==> src/rtl/cpu_pkg.sv <==
// Shared CPU pipeline types and constants: fetch FSM states, pipeline register
// control and the IF/ID payload with its bubble/reset value.
package cpu_pkg;

   localparam int unsigned XLEN = 32;
   localparam logic [XLEN-1:0] NOP_INST = 32'h0000_0000;
   localparam logic [XLEN-1:0] PC_STEP  = 32'd4;

   typedef enum logic [1:0] {
      FS_RUN   = 2'd0,
      FS_HOLD  = 2'd1,
      FS_DRAIN = 2'd2
   } fetch_state_e;

   typedef enum logic [1:0] {
      PR_HOLD   = 2'd0,
      PR_LOAD   = 2'd1,
      PR_BUBBLE = 2'd2
   } pipe_ctrl_e;

   typedef struct packed {
      logic [XLEN-1:0] inst;
      logic [XLEN-1:0] pc_plus4;
      logic            valid;
   } if_id_t;

   localparam if_id_t IF_ID_RESET = '{inst: NOP_INST, pc_plus4: '0, valid: 1'b0};

   function automatic logic [XLEN-1:0] word_align(input logic [XLEN-1:0] addr);
      return {addr[XLEN-1:2], 2'b00};
   endfunction

endpackage

==> src/rtl/if_id_reg.sv <==
// IF/ID pipeline register with hold, load and bubble controls; a bubble keeps
// the last pc_plus4 and only kills the instruction.
module if_id_reg
   import cpu_pkg::*;
#(
   parameter logic [XLEN-1:0] BUBBLE_INST = NOP_INST
) (
   input  logic       clk,
   input  logic       rst_n,
   input  pipe_ctrl_e ctrl,
   input  if_id_t     d,
   output if_id_t     q
);

   if_id_t reg_q;
   if_id_t reg_d;

   always_comb begin
      reg_d = reg_q;
      case (ctrl)
         PR_LOAD:   reg_d = d;
         PR_BUBBLE: begin
            reg_d.inst  = BUBBLE_INST;
            reg_d.valid = 1'b0;
         end
         default:   reg_d = reg_q;
      endcase
   end

   always_ff @(posedge clk or negedge rst_n) begin
      if (!rst_n) begin
         reg_q <= '{inst: BUBBLE_INST, pc_plus4: '0, valid: 1'b0};
      end else begin
         reg_q <= reg_d;
      end
   end

   assign q = reg_q;

endmodule

==> src/rtl/if_fetch_stage.sv <==
// Instruction fetch stage: PC, single-outstanding imem request, stall hold
// buffer and redirect handling (including redirects while a fetch is pending).
module if_fetch_stage #(
   parameter logic [cpu_pkg::XLEN-1:0] RESET_PC = 32'h0000_0000,
   parameter logic [cpu_pkg::XLEN-1:0] NOP_INST = cpu_pkg::NOP_INST
) (
   input  logic                     clk,
   input  logic                     reset,
   input  logic                     stall,
   input  logic                     redirect,
   input  logic [cpu_pkg::XLEN-1:0] redirect_pc,
   output logic                     imem_req,
   output logic [cpu_pkg::XLEN-1:0] imem_addr,
   input  logic                     imem_ready,
   input  logic [cpu_pkg::XLEN-1:0] imem_rdata,
   output logic [cpu_pkg::XLEN-1:0] id_inst,
   output logic [cpu_pkg::XLEN-1:0] id_pc_plus4,
   output logic                     id_valid
);
   import cpu_pkg::*;

   fetch_state_e    state_q, state_d;
   logic [XLEN-1:0] pc_q, pc_d;
   logic [XLEN-1:0] tgt_q, tgt_d;
   if_id_t          buf_q, buf_d;
   logic            req_q, req_d;

   pipe_ctrl_e      ifid_ctrl;
   if_id_t          ifid_d;
   if_id_t          ifid_q;
   logic [XLEN-1:0] pc_plus4;
   logic [XLEN-1:0] redirect_tgt;

   always_comb begin
      state_d      = state_q;
      pc_d         = pc_q;
      tgt_d        = tgt_q;
      buf_d        = buf_q;
      ifid_ctrl    = PR_HOLD;
      pc_plus4     = pc_q + PC_STEP;
      redirect_tgt = word_align(redirect_pc);
      ifid_d       = '{inst: imem_rdata, pc_plus4: pc_plus4, valid: 1'b1};

      case (state_q)
         FS_RUN: begin
            if (redirect) begin
               ifid_ctrl = PR_BUBBLE;
               if (imem_ready) begin
                  pc_d = redirect_tgt;
               end else begin
                  tgt_d   = redirect_tgt;
                  state_d = FS_DRAIN;
               end
            end else if (imem_ready) begin
               pc_d = pc_plus4;
               if (stall) begin
                  buf_d   = ifid_d;
                  state_d = FS_HOLD;
               end else begin
                  ifid_ctrl = PR_LOAD;
               end
            end else if (!stall) begin
               ifid_ctrl = PR_BUBBLE;
            end
         end
         FS_HOLD: begin
            if (redirect) begin
               buf_d     = IF_ID_RESET;
               pc_d      = redirect_tgt;
               ifid_ctrl = PR_BUBBLE;
               state_d   = FS_RUN;
            end else if (!stall) begin
               ifid_d    = buf_q;
               ifid_ctrl = PR_LOAD;
               state_d   = FS_RUN;
            end
         end
         FS_DRAIN: begin
            // Pending word belongs to the squashed path; the newest target wins.
            ifid_ctrl = PR_BUBBLE;
            if (redirect) begin
               tgt_d = redirect_tgt;
            end
            if (imem_ready) begin
               pc_d    = redirect ? redirect_tgt : tgt_q;
               state_d = FS_RUN;
            end
         end
         default: begin
            state_d = FS_RUN;
         end
      endcase

      req_d = (state_d != FS_HOLD);
   end

   always_ff @(posedge clk or negedge reset) begin
      if (!reset) begin
         state_q <= FS_RUN;
         pc_q    <= RESET_PC;
         tgt_q   <= RESET_PC;
         buf_q   <= IF_ID_RESET;
         req_q   <= 1'b1;
      end else begin
         state_q <= state_d;
         pc_q    <= pc_d;
         tgt_q   <= tgt_d;
         buf_q   <= buf_d;
         req_q   <= req_d;
      end
   end

   if_id_reg #(
      .BUBBLE_INST(NOP_INST)
   ) u_if_id_reg (
      .clk  (clk),
      .rst_n(reset),
      .ctrl (ifid_ctrl),
      .d    (ifid_d),
      .q    (ifid_q)
   );

   assign imem_req    = req_q;
   assign imem_addr   = pc_q;
   assign id_inst     = ifid_q.inst;
   assign id_pc_plus4 = ifid_q.pc_plus4;
   assign id_valid    = ifid_q.valid;

endmodule
==> config.mk <==
export PLATFORM = sky130hd
export DESIGN_NAME = if_fetch_stage
export DESIGN_NICKNAME = d
export VERILOG_FILES = /design/src/rtl/cpu_pkg.sv /design/src/rtl/if_id_reg.sv /design/src/rtl/if_fetch_stage.sv
export SDC_FILE = /design/constraint.sdc
export NUM_CORES = 1
export LEC_CHECK = 0
export CAP_MARGIN = 20
export CORE_ASPECT_RATIO = 0.9
export CORE_MARGIN = 3
export CORE_UTILIZATION = 44
export DETAILED_ROUTE_END_ITERATION = 6
export GPL_TIMING_DRIVEN = 0
export PLACE_DENSITY_LB_ADDON = 0.15
export SLEW_MARGIN = 20
export SYNTH_ARGS = -nofsm -noshare
export SYNTH_HDL_FRONTEND = slang
export SYNTH_SLANG_ARGS = --single-unit
==> constraint.sdc <==
create_clock -name clk -period 3.3 [get_ports clk]
set_clock_uncertainty 0.05 [all_clocks]
set_input_delay 0.66 -clock clk [delete_from_list [all_inputs] [get_ports clk]]
set_output_delay 0.66 -clock clk [all_outputs]
set_load 0.1 [all_outputs]
Word-level counts from Yosys, hierarchy flattened
Index checks and enable logic that the tools add are counted.
{ "word_totals": {"wordCells": 63, "reg_bits": 197, "in_bits": 69} }
{ "classes": {"n_reduce_logical": 8, "mux": 33, "eq_ne": 11, "n_addsub": 1} }
{ "op_table": {"columns": ["cell", "count"], "rows": [
  ["2-to-1 mux 65 bit", 6],
  ["2-to-1 mux 32 bit", 8],
  ["case mux 65 bit (2 select lines)", 1],
  ["case mux 32 bit (2 select lines)", 2],
  ["case mux 32 bit (3 select lines)", 1],
  ["adder 32 x 3 -> 32 bit (second input constant)", 1],
  ["2-to-1 mux 2 bit", 11],
  ["!= test 2 bit (second input constant)", 6],
  ["case mux 2 bit (3 select lines)", 2],
  ["AND reduction 4 bit", 2],
  ["nonzero test 2 bit", 3],
  ["equality test 2 x 1 -> 1 bit (second input constant)", 2],
  ["equality test 2 bit (second input constant)", 2],
  ["AND reduction 3 bit", 1],
  ["nonzero test 3 bit", 1],
  ["logical NOT 2 bit", 1],
  ["!= test 2 x 1 -> 1 bit (second input constant)", 1],
  ["case mux 1 bit (2 select lines)", 1],
  ["2-to-1 mux 1 bit", 1]
]} }

Depth between registers and ports, before layout
{ "depth": {"depth_word": 6, "ltp_mapped": 13} }

Cells and area by module
Synthesis repeated with hierarchy kept, for this count alone.
{ "hier_totals": {"hier_cells": 1038, "hier_area_um2": 10114.7} }
{ "by_module_without_submodules": {"columns": ["module", "area_each_um2", "cells_per_inst", "seq_area_each_um2", "n_inst"], "rows": [
  ["if_fetch_stage", 7372.1, 824, 3304.4, 1],
  ["if_id_reg", 2742.6, 214, 1626.6, 1]
]} }

Worst setup path after synthesis
OpenSTA, ideal clock, no wires.
{ "synth_path": {"path_kind": "input-to-reg", "from": "input port redirect", "to": "register u_if_id_reg.reg_q, in the netlist u_if_id_reg.q[34]", "setup_slack_ns": 0.434, "required_ns": 3.167, "arrival_ns": 2.733, "path_buffers": 4, "cell_stages": 10, "cell_sequence": "clkbuf_1 -> buf_1 -> o22a_1 -> nor2_1 -> or2_2 -> ha_1 -> clkbuf_1 -> or2_2 -> clkbuf_1 -> o21ai_0"} }
{ "synth_via": {"elab_chain_len": 4, "elab_cells_between_ends": 9, "cone_classes": "2 x eq/ne; 6 x mux; 1 x reduce/logical"} }
{ "synth_rtl": {"columns": ["element", "line_no", "text"], "rows": [
  ["start, declared", "if_fetch_stage.sv:10", "input logic redirect,"],
  ["2-to-1 mux 2 bit, on equally long branches", "if_fetch_stage.sv:67, if_fetch_stage.sv:46", null],
  ["case mux 2 bit (3 select lines)", "if_fetch_stage.sv:44", "case (state_q)"],
  ["equality test 2 bit / equality test 2 x 1 -> 1 bit (equally long branches)", "if_id_reg.sv:20", "case (ctrl)"],
  ["case mux 32 bit (2 select lines) / nonzero test 2 bit (equally long branches)", null, null],
  ["end signal, assigned", "if_id_reg.sv:32", "reg_q <= '{inst: BUBBLE_INST, pc_plus4: '0, valid: 1'b0};"],
  ["end signal, assigned", "if_id_reg.sv:34", "reg_q <= reg_d;"],
  ["end, declared", "if_id_reg.sv:15", "if_id_t reg_q;"]
]} }
Several ways; a longest one is shown, not always the timed one.
A chain may end at the register's enable or synchronous reset.

Worst setup path in the final report
{ "layout_path": {"from": "register pc_q[2], in the netlist imem_addr[2]", "to": "output port imem_addr[2] (netlist bit)"} }
{ "layout_lines": {"columns": ["element", "line_no", "text"], "rows": [
  ["start, declared", "if_fetch_stage.sv:23", "logic [XLEN-1:0] pc_q, pc_d;"],
  ["start signal, assigned", "if_fetch_stage.sv:106", "pc_q <= pc_d;"],
  ["end, declared", "if_fetch_stage.sv:13", "output logic [cpu_pkg::XLEN-1:0] imem_addr,"]
]} }
No word-level cell between the ends.

==> metrics.md <==
| Metric | Value |
|---|---|
| Run status | `completed` |
| Filler instances | `between 1500 and 2000` |
| WL per Instance | `19.7 um` |
| Synth top area share | `49.8%` |
| Skew-Pair Late Insertion Delay | `around 440 ps` |
| CP Cell Sequence | `clkdlybuf4s50_1` |
| PortBufs | `~160` |
| TritonCTS clock tree | `built` |
| CP Capture Type | `primary output` |
| Vias in the first global route | `8420` |
| CTS Root Cell | `clkbuf_16` |
| Placer congestion estimate | `0.872` |
| Clk sink count | `a little under 200` |
| Max-cap violation count | `0` |
| Placed inst area | `about 12000 um2` |
| Final period util | `92.6%` |
| WL final | `29.9 mm` |
| Syn avg cell area | `9.53 um2` |
| Cell Area, Synth | `9850 um2` |
| Placed cells | `~1500` |
| CTS Hold Buffers Added | `0` |
| First-pass GRT wire length | `about 47 mm` |
| # rows | `51` |
| Core Area | `21800 um2` |
| Via/cell ratio | `around 5.7` |
| Vias | `approximately 8600` |
| Yosys warnings | `0` |
| Yosys top cell by area | `dfrtp_1` |
| Critical setup path kind | `reg2out` |
| Die X | `164 um` |
| Diodes inserted | `0` |
| Worst slew pin tran | `1040 ps` |
| First-pass DRT Iterations | `6` |
| TritonCTS buffer count | `17` |
| CP max stage cell | `clkdlybuf4s50_1` |
| Post-CTS setup buffers | `0` |
| Worst hold path class | `in2async` |
| Worst path arrival time | `2350 ps` |
| Worst path required time | `2590 ps` |
| # DRC | `0` |
| Layout area overhead | `27.2%` |
| Largest net degree at the start of global routing | `71` |
| Final std cells w/o fill | `1516` |
| Count of final max-slew check failures | `0` |
| Number of flops mapped to enable cells by yosys | `0` |
| Syn_nets | `about 1100` |
| Hold_ws | `117 ps` |
| CP Buf/Inv Count | `1` |
| Post-route cell area | `roughly 13000 um2` |
| RSZ-0062 raised after global routing | `false` |
| Syn Inst Count | `1033` |
| Worst Reg2Reg Path Length in Cells | `10` |
| Unique masters post-synth | `57` |
| Cell family with most CP delay | `buffers and inverters` |
| # IOs | `167` |
| H-tree levels | `4` |
| Initial antenna violation count | `0` |
| DRT iter0 DRCs | `785` |
| Nets | `1288` |
| Finish-stage setup viols | `0` |
| Global route total overflow | `0` |
| Most common cell after layout, fill and taps aside | `dfrtp_1` |
| Post-synthesis sequential area ratio | `between 50% and 60%` |
| ANT nets after route | `0` |
| Fin. Hold Viols | `0` |
| Clock Tree Buf Depth | `2` |
| Layout Utilization | `57.4%` |
| Critical path depth | `1` |
| Seq cells post-synth | `roughly 200` |
| Starting density of the core | `a little under half` |
| Die Ht | `approximately 150 um` |
| Top_reg_cell synth | `dfrtp_1` |
| Headroom to the max-slew limit | `30.7%` |
| Fmax | `0.327 GHz` |
| Worst stage delay on the critical path | `1250 ps` |
| Main area contributors after synthesis | `dfrtp_1 50%, nand2_1 6.5%, o21ai_0 5.0%` |
| Overall global routing resource usage | `25.0%` |
| Most frequent cells in the layout | `196 x dfrtp_1, 170 x nand2_1, 161 x clkdlybuf4s50_1` |
| CP Max Fanout | `10` |
| Layout cells sized above 1 | `9.31%` |
| Dpl hpwl | `21.3 mm` |
| Async S/R FF share, synth | `100%` |
| Reg clk slew, reported paths | `80 ps` |
| Critical Path Start Type | `register` |
| Final min period | `3060 ps` |
| Die area | `24200 um2` |
==> timing repair <==
item                       in CTS  in global routing
gates resized for setup         9                  8
cloned                          0                  0
setup endpoints to repair      61                 59
==> layout make-up <==
type                    count  area (um2)  area share [%]
flip-flops and latches    197        4930            39.4
well taps                 291         364            2.91
clock inverters            15         175            1.40
clock buffers              17         425            3.40
multi-input cells         732        4530            36.2
repair buffers            164        1680            13.4
plain buffers              75         320            2.56
inverters                  25        93.8           0.749
==> worst paths after layout <==
check	from	endpoint	slack, ps
hold / removal	reset	tgt_q[6]$_DFFE_PN0P_	120
setup / recovery	imem_addr[2]$_DFFE_PN0P_	imem_addr[2]	240
hold reg to reg	u_if_id_reg.q[47]$_DFFE_PN0P_	u_if_id_reg.q[47]$_DFFE_PN0P_	430
max in group asynchronous	reset	buf_q[38]$_DFFE_PN0P_	2020
setup reg to reg	state_q[1]$_DFF_PN0_	u_if_id_reg.q[18]$_DFFE_PN0N_	250
min in group clk	u_if_id_reg.q[47]$_DFFE_PN0P_	u_if_id_reg.q[47]$_DFFE_PN0P_	430
==> synth_stat cells, types with 2 or more instances <==
cell         n
a211oi_1     8
a21o_1      15
a21oi_1     52
a222oi_1     7
a22o_1       2
a22oi_1      7
a2bb2oi_1    4
a31oi_1     16
and2_1       4
and3_1      17
and4_1       6
buf_1       12
buf_2       11
clkbuf_1    54
dfrtp_1    196
ha_1         7
inv_1       24
mux2_2      35
mux2i_1     40
nand2_1    170
nand2b_1     2
nand3_1     86
nand4_1      5
nand4_2      2
nor2_1      31
nor2b_1      3
nor3_1      10
nor3_2       4
nor3b_2      2
nor4_1       2
nor4_4       4
o211ai_1     2
o21a_1      10
o21ai_0     99
o21ai_1      4
o221ai_1    12
o22a_1      10
o2bb2ai_1    5
o31ai_1      4
or2_2        3
or3_1        6
xnor2_1     22
xor2_1       4
==> cell families after synthesis <==
kind of cell / after synthesis / share of synthesized area, %
AOI/OAI and AO/OA: 263 / 16.6
xor gates and xnor gates: 26 / 2.31
adders and majority gates: 7 / 0.889
buffers and inverters: 104 / 4.22
DFF: 197 / 50.1
muxes: 75 / 8.07
and+or+nand+nor: 361 / 17.9
==> through the flow <==
step                setup TNS (ps)  worst slack [ps]
floorplan                        0               434
global placement          -1416380             -7110
detailed placement          -23110              -707
CTS                              0              27.7
global route                     0              21.1
finish                           0               245
==> registers in the layout (all words and copies together) (netlist names) <==
| register | flops |
|---|---|
| u_if_id_reg.q | 65 |
| buf_q | 65 |
| imem_addr | 32 |
| imem_req | 1 |
| tgt_q | 32 |
| state_q | 2 |
==> worst register-to-register path: stages (launching register included) <==
cell and delay, ps:
dfrtp_1 440, inv_1 190, ha_4 230, nor2b_1 430
o21a_1 240, ha_1 200, clkbuf_2 240, clkbuf_2 300
clkbuf_2 360, o21ai_0 140, o2bb2ai_1 150
==> layer usage <==
layer,GRT usage (%),vias up,wire (um)
li1,-,4030,-
met1,36.6,4207,13400
met2,37.4,310,13600
met3,5.16,51,2090
met4,7.53,0,737
met5,0,-,0
Power is left out: the tool's default activity adds up to more than one toggle a clock period on the data nets, which glitch-free logic cannot reach.
==> RTL change 1, RTL diff (same flow settings) <==
The package constant `XLEN` goes from 32 to 40.
--- a/src/rtl/cpu_pkg.sv
+++ b/src/rtl/cpu_pkg.sv
@@ -4,3 +4,3 @@
 
-   localparam int unsigned XLEN = 32;
+   localparam int unsigned XLEN = 40;
    localparam logic [XLEN-1:0] NOP_INST = 32'h0000_0000;
Interface: changed (5 resized); port bits go from 167 to 207. No check against the original RTL was run, so the function may have changed too.
==> RTL change 1 against the unedited design <==
  * Wire length is 34% higher
  * Non-clock buffer count is 67 higher
  * Area after synthesis is 27% higher
  * Design area is 27% higher
  * Worst setup slack worse by 0.067 ns
  * Sequential cell count is 48 higher
  * Count of clock-buffer cells in the layout is 23 higher
  * Sequential share of layout area is 0.68 points lower
  * Core utilization is 0.34 points higher
  * Critical path type is now input port to flip-flop
  * Critical endpoint is now u_if_id_reg.q[25]
Power is not shown: default switching activity piles up to over one toggle a cycle in this logic, so the estimate is an artifact.
==> RTL change 1: results (changes against the unedited design) <==
CP max stage delay = 0.52 ns (was 1.25 ns)
critical path data arrival time = 3.50 ns (was 2.35 ns)
GP Congestion = 0.9247 (was 0.8715)
Non-Filler Instances = 1,873 (was 1,516)
TritonCTS Buffers = 27 (was 17)
crit path to = u_if_id_reg.q[25] (was imem_addr[2])
Detailed Routing Iterations Pass 1 = 6 (unchanged)
net count after synthesis = 1,362 (was 1,109)
Commonest cells post-synth = dfrtp_1, nand2_1, o21ai_0, clkbuf_1, a21oi_1 (was dfrtp_1, nand2_1, o21ai_0, nand3_1, clkbuf_1)
largest net degree at the start of global routing = 97 (was 71)
post-CTS resize count = 19 (was 9)
Final Net Count = 1,594 (was 1,288)
gr usage total = 0.2588 (was 0.2497)
Reg-to-Reg Start = state_q[0] (was state_q[1])
# H-tree levels = 1 (was 4)
element type at the critical path end = flip-flop (was primary output)
CTS max path bufs = 3 (was 2)
first-pass GRT wire length = 63,070 microns (was 47,310 microns)
R2R Path End = u_if_id_reg.q[46] (was u_if_id_reg.q[18])
Iter 0 DRT Violations = 1,098 (was 785)
drt wl/cell = 21.34 microns (was 19.71 microns)
Inst Count DP = 1,829 (was 1,488)
post-synthesis sequential area ratio = 0.4918 (was 0.5006)
layout cell share with drive strength beyond 1 = 0.08295 (was 0.09306)
total vias in the final route = 11,170 (was 8,598)
dpl hpwl = 29,690 microns (was 21,350 microns)
slew at the pin with the worst max-slew slack = 1.072 ns (was 1.037 ns)
HP Class = input port to asynchronous set/reset pin (unchanged)
# port buffers = 203 (was 162)
clock slew at reported path FFs = 0.06 ns (was 0.08 ns)
outcome = completed (unchanged)
worst-skew pair later-pin latency = 0.54 ns (was 0.44 ns)
library cells used by synthesis = 67 (was 57)
CP max-delay cell = clkbuf_1 (was clkdlybuf4s50_1)
==> RTL change 1: cell count changes after synthesis, moves of 24 or more <==
cell	before	now
clkbuf_1	54	91
nand2_1	170	145
nand3_1	86	40
nor2b_1	3	33
o2bb2ai_1	5	29
dfrtp_1	196	244
a31oi_1	16	45
==> RTL change 1: kinds of logic after synthesis <==
kind of cell | count (synthesis) | synth area share
xor+xnor | 28 | 0.01967
mux | 98 | 0.08359
compound gates | 399 | 0.2133
flops | 245 | 0.4918
buf+inv | 151 | 0.04656
simple gates | 342 | 0.1380
fa+ha+maj | 7 | 0.007024
==> RTL change 1: metal layers <==
layer	part of all wire	vias to the layer above	track usage
met5	0	-	0
met4	0.023	0	0.05530
met3	0.079	59	0.04013
met2	0.43	479	0.3812
met1	0.46	5525	0.4033
li1	-	5103	-
==> RTL change 1: area by class of cell <==
class,instances,area [sq um]
Clock buffer,40,754.5
Fill cell,2444,11600
Tap cell,354,442.9
Sequential cell,245,6132
Buffer,101,429.2
Inverter,48,180.2
Timing Repair Buffer,205,2092
Multi-Input combinational cell,874,5763
Clock inverter,6,58.81
==> RTL change 1: how the worst min path moves through the flow <==
| stage | from | endpoint | slack [ns] | depth (start not counted) |
|---|---|---|---|---|
| 5_1_grt | reset | u_if_id_reg.q[55] | 0.03 | 1 |
| 2_1_floorplan | reset | buf_q[0] | 0.31 | 0 |
| 3_5_place_dp | buf_q[24] | buf_q[24] | 0.42 | 1 |
| 6_report | reset | u_if_id_reg.q[52] | 0.01 | 1 |
| 4_1_cts | reset | u_if_id_reg.q[47] | 0.006 | 1 |
| 3_3_place_gp | buf_q[32] | buf_q[32] | 0.41 | 1 |
==> RTL change 1: metrics by stage <==
step	area, sq um	setup TNS (ns)	worst slack [ns]
finish	15850	0	0.1777
global route	15850	0	0.01799
CTS	15850	0	0.06451
detailed placement	15000	-122.24	-1.546
global placement	14940	-2404.86	-9.363
floorplan	12470	0	0.1697
==> RTL change 2, RTL diff (same flow settings) <==
Without the edit above. Encoding of `fetch_state_e`: now one-hot (3 bits for 3 states).
--- a/src/rtl/cpu_pkg.sv
+++ b/src/rtl/cpu_pkg.sv
@@ -8,6 +8,6 @@
 
-   typedef enum logic [1:0] {
-      FS_RUN   = 2'd0,
-      FS_HOLD  = 2'd1,
-      FS_DRAIN = 2'd2
+   typedef enum logic [2:0] {
+      FS_RUN   = 3'b001,
+      FS_HOLD  = 3'b010,
+      FS_DRAIN = 3'b100
    } fetch_state_e;
Formal check against the unedited RTL: same outputs for any inputs over 4 cycles, from zero or initial values and one cycle with reset low; so few cycles prove little.
==> RTL change 2 against the unedited design <==
  * Area after synthesis decreased by 3.5%
  * Hold slack worse by 0.049 ns
  * Sequential cell count rose by 1
  * Global-route usage rose by 0.54 points
  * Via count shrank 2.9%
  * Final cell count fell by 6.6%
  * Design area down 2.7%
  * Worst setup slack worse by 0.017 ns
  * Wire length shrank 1.8%
  * Critical path type is now flip-flop to flip-flop
  * Largest cell class unchanged
==> RTL change 2: results (changes against the unedited design) <==
outcome = completed (unchanged)
post-synthesis mux area share = 0.07357 (was 0.08067)
post-synthesis sequential area ratio = 0.5215 (was 0.5006)
drt wl/cell = 20.72 microns (was 19.71 microns)
CP max-delay cell = dfstp_2 (was clkdlybuf4s50_1)
largest cells by area after synthesis = dfrtp_1, o21ai_0, nand2_1 (was dfrtp_1, nand2_1, o21ai_0)
gr usage total = 0.2551 (was 0.2497)
library cells used by synthesis = 65 (was 57)
post-synthesis compound-gate area fraction = 0.2074 (was 0.1655)
Clock Root Buffer = clkbuf_16 (unchanged)
GP Congestion = 0.9329 (was 0.8715)
FFs w/ async S/R, synth = 1.000 (unchanged)
DRT Wirelength = 29,340 microns (was 29,880 microns)
Commonest cells post-synth = dfrtp_1, nand2_1, o21ai_0, nor2_1 (was dfrtp_1, nand2_1, o21ai_0, nand3_1, clkbuf_1)
Final Net Count = 1,189 (was 1,288)
Detailed Routing Iterations Pass 1 = 5 (was 6)
Reg-to-Reg Start = state_q[0] (was state_q[1])
Mapped Cells = 934 (was 1,033)
cell count of the worst reg-to-reg path = 9 (was 10)
CTS max path bufs = 2 (unchanged)
Inst Count DP = 1,386 (was 1,488)
first-pass GRT wire length = 47,330 microns (was 47,310 microns)
# port buffers = 164 (was 162)
total vias in the final route = 8,348 (was 8,598)
XOR/XNOR share of the synthesized area = 0.02487 (was 0.02312)
slew at the pin with the worst max-slew slack = 1.053 ns (was 1.037 ns)
vias in the first global route = 8,207 (was 8,420)
Iter 0 DRT Violations = 935 (was 785)
largest net degree at the start of global routing = 78 (was 71)
layout cell share with drive strength beyond 1 = 0.09558 (was 0.09306)
net count after synthesis = 1,006 (was 1,109)
dpl hpwl = 21,330 microns (was 21,350 microns)
Hold Slack = 0.06738 ns (was 0.1169 ns)
Post-Synth Adder-Cell Area = 0.003948 (was 0.008892)
filler instances = 1,862 (was 1,981)
R2R Path End = u_if_id_reg.q[24] (was u_if_id_reg.q[18])
CP max stage delay = 0.60 ns (was 1.25 ns)
register-to-register path setup slack = 0.23 ns (was 0.25 ns)
[RTL change 2: changes by cell type after synthesis, moves of 9 or more]
| cell | unedited run | this run |
|---|---|---|
| nand2_1 | 170 | 97 |
| nand3_1 | 86 | 19 |
| a22o_1 | 2 | 41 |
| nor2_1 | 31 | 49 |
| o221ai_1 | 12 | 1 |
| a22oi_1 | 7 | 17 |
| o22ai_1 | 1 | 11 |
| nand4_1 | 5 | 14 |
[RTL change 2: logic make-up (layout without fill, tap and decap cells)]
kind of cell / after synthesis / after routing
simple gates: 252 / 252
compound gates: 298 / 298
mux: 66 / 66
flops: 198 / 198
xor+xnor: 27 / 27
buf+inv: 90 / 286
fa+ha+maj: 3 / 3
[RTL change 2: area by class of cell]
type                       instances  area share
tap                              286     0.02937
clock buffer                      17     0.03492
multi-input combinational        646      0.3448
sequential                       198      0.4069
timing repair buffer             166      0.1397
clock inverter                    15     0.01407
buffer                            67     0.02383
inverter                          21    0.006470
[RTL change 2: repair_timing]
action | in CTS | in global routing
pin swaps | 0 | 0
endpoints found under the setup margin | 65 | 49
resized for setup | 14 | 6
cloned | 0 | 0
[RTL change 2: layer usage]
metal | vias up | part of all wire | global-route usage
met2 | 332 | 0.45 | 0.3886
met1 | 4186 | 0.45 | 0.3730
li1 | 3794 | - | -
met4 | 0 | 0.019 | 0.06839
met5 | - | 0 | 0
met3 | 36 | 0.073 | 0.05236
[RTL change 2: how the worst max path moves through the flow]
stage	start	endpoint	slack, ns
2_1_floorplan	redirect	u_if_id_reg.q[34]	0.34
3_3_place_gp	reset	buf_q[60]	-7.01
3_5_place_dp	redirect	u_if_id_reg.q[62]	-1.33
4_1_cts	redirect	u_if_id_reg.q[24]	0.06
5_1_grt	state_q[0]	u_if_id_reg.q[16]	0.02
6_report	state_q[0]	u_if_id_reg.q[24]	0.23
[RTL change 2: power groups by stage]
stage | logic (mW) | clock network, mW | registers, mW
finish | 6.29 | 2.12 | 3.92
global placement | 6.22 | 0 | 3.93
floorplan | 1.37 | 0 | 7.09
detailed placement | 6.28 | 0 | 3.94
global route | 6.57 | 2.26 | 4.03
CTS | 6.30 | 2.15 | 3.90
[RTL change 2: stage by stage]
stage / cell area, sq um / TNS [ns] / setup slack, ns
CTS: 12190 / 0 / 0.05755
floorplan: 9507 / 0 / 0.3396
finish: 12180 / 0 / 0.2277
global route: 12180 / 0 / 0.02115
detailed placement: 11570 / -76.78 / -1.331
global placement: 11510 / -1453.48 / -7.006
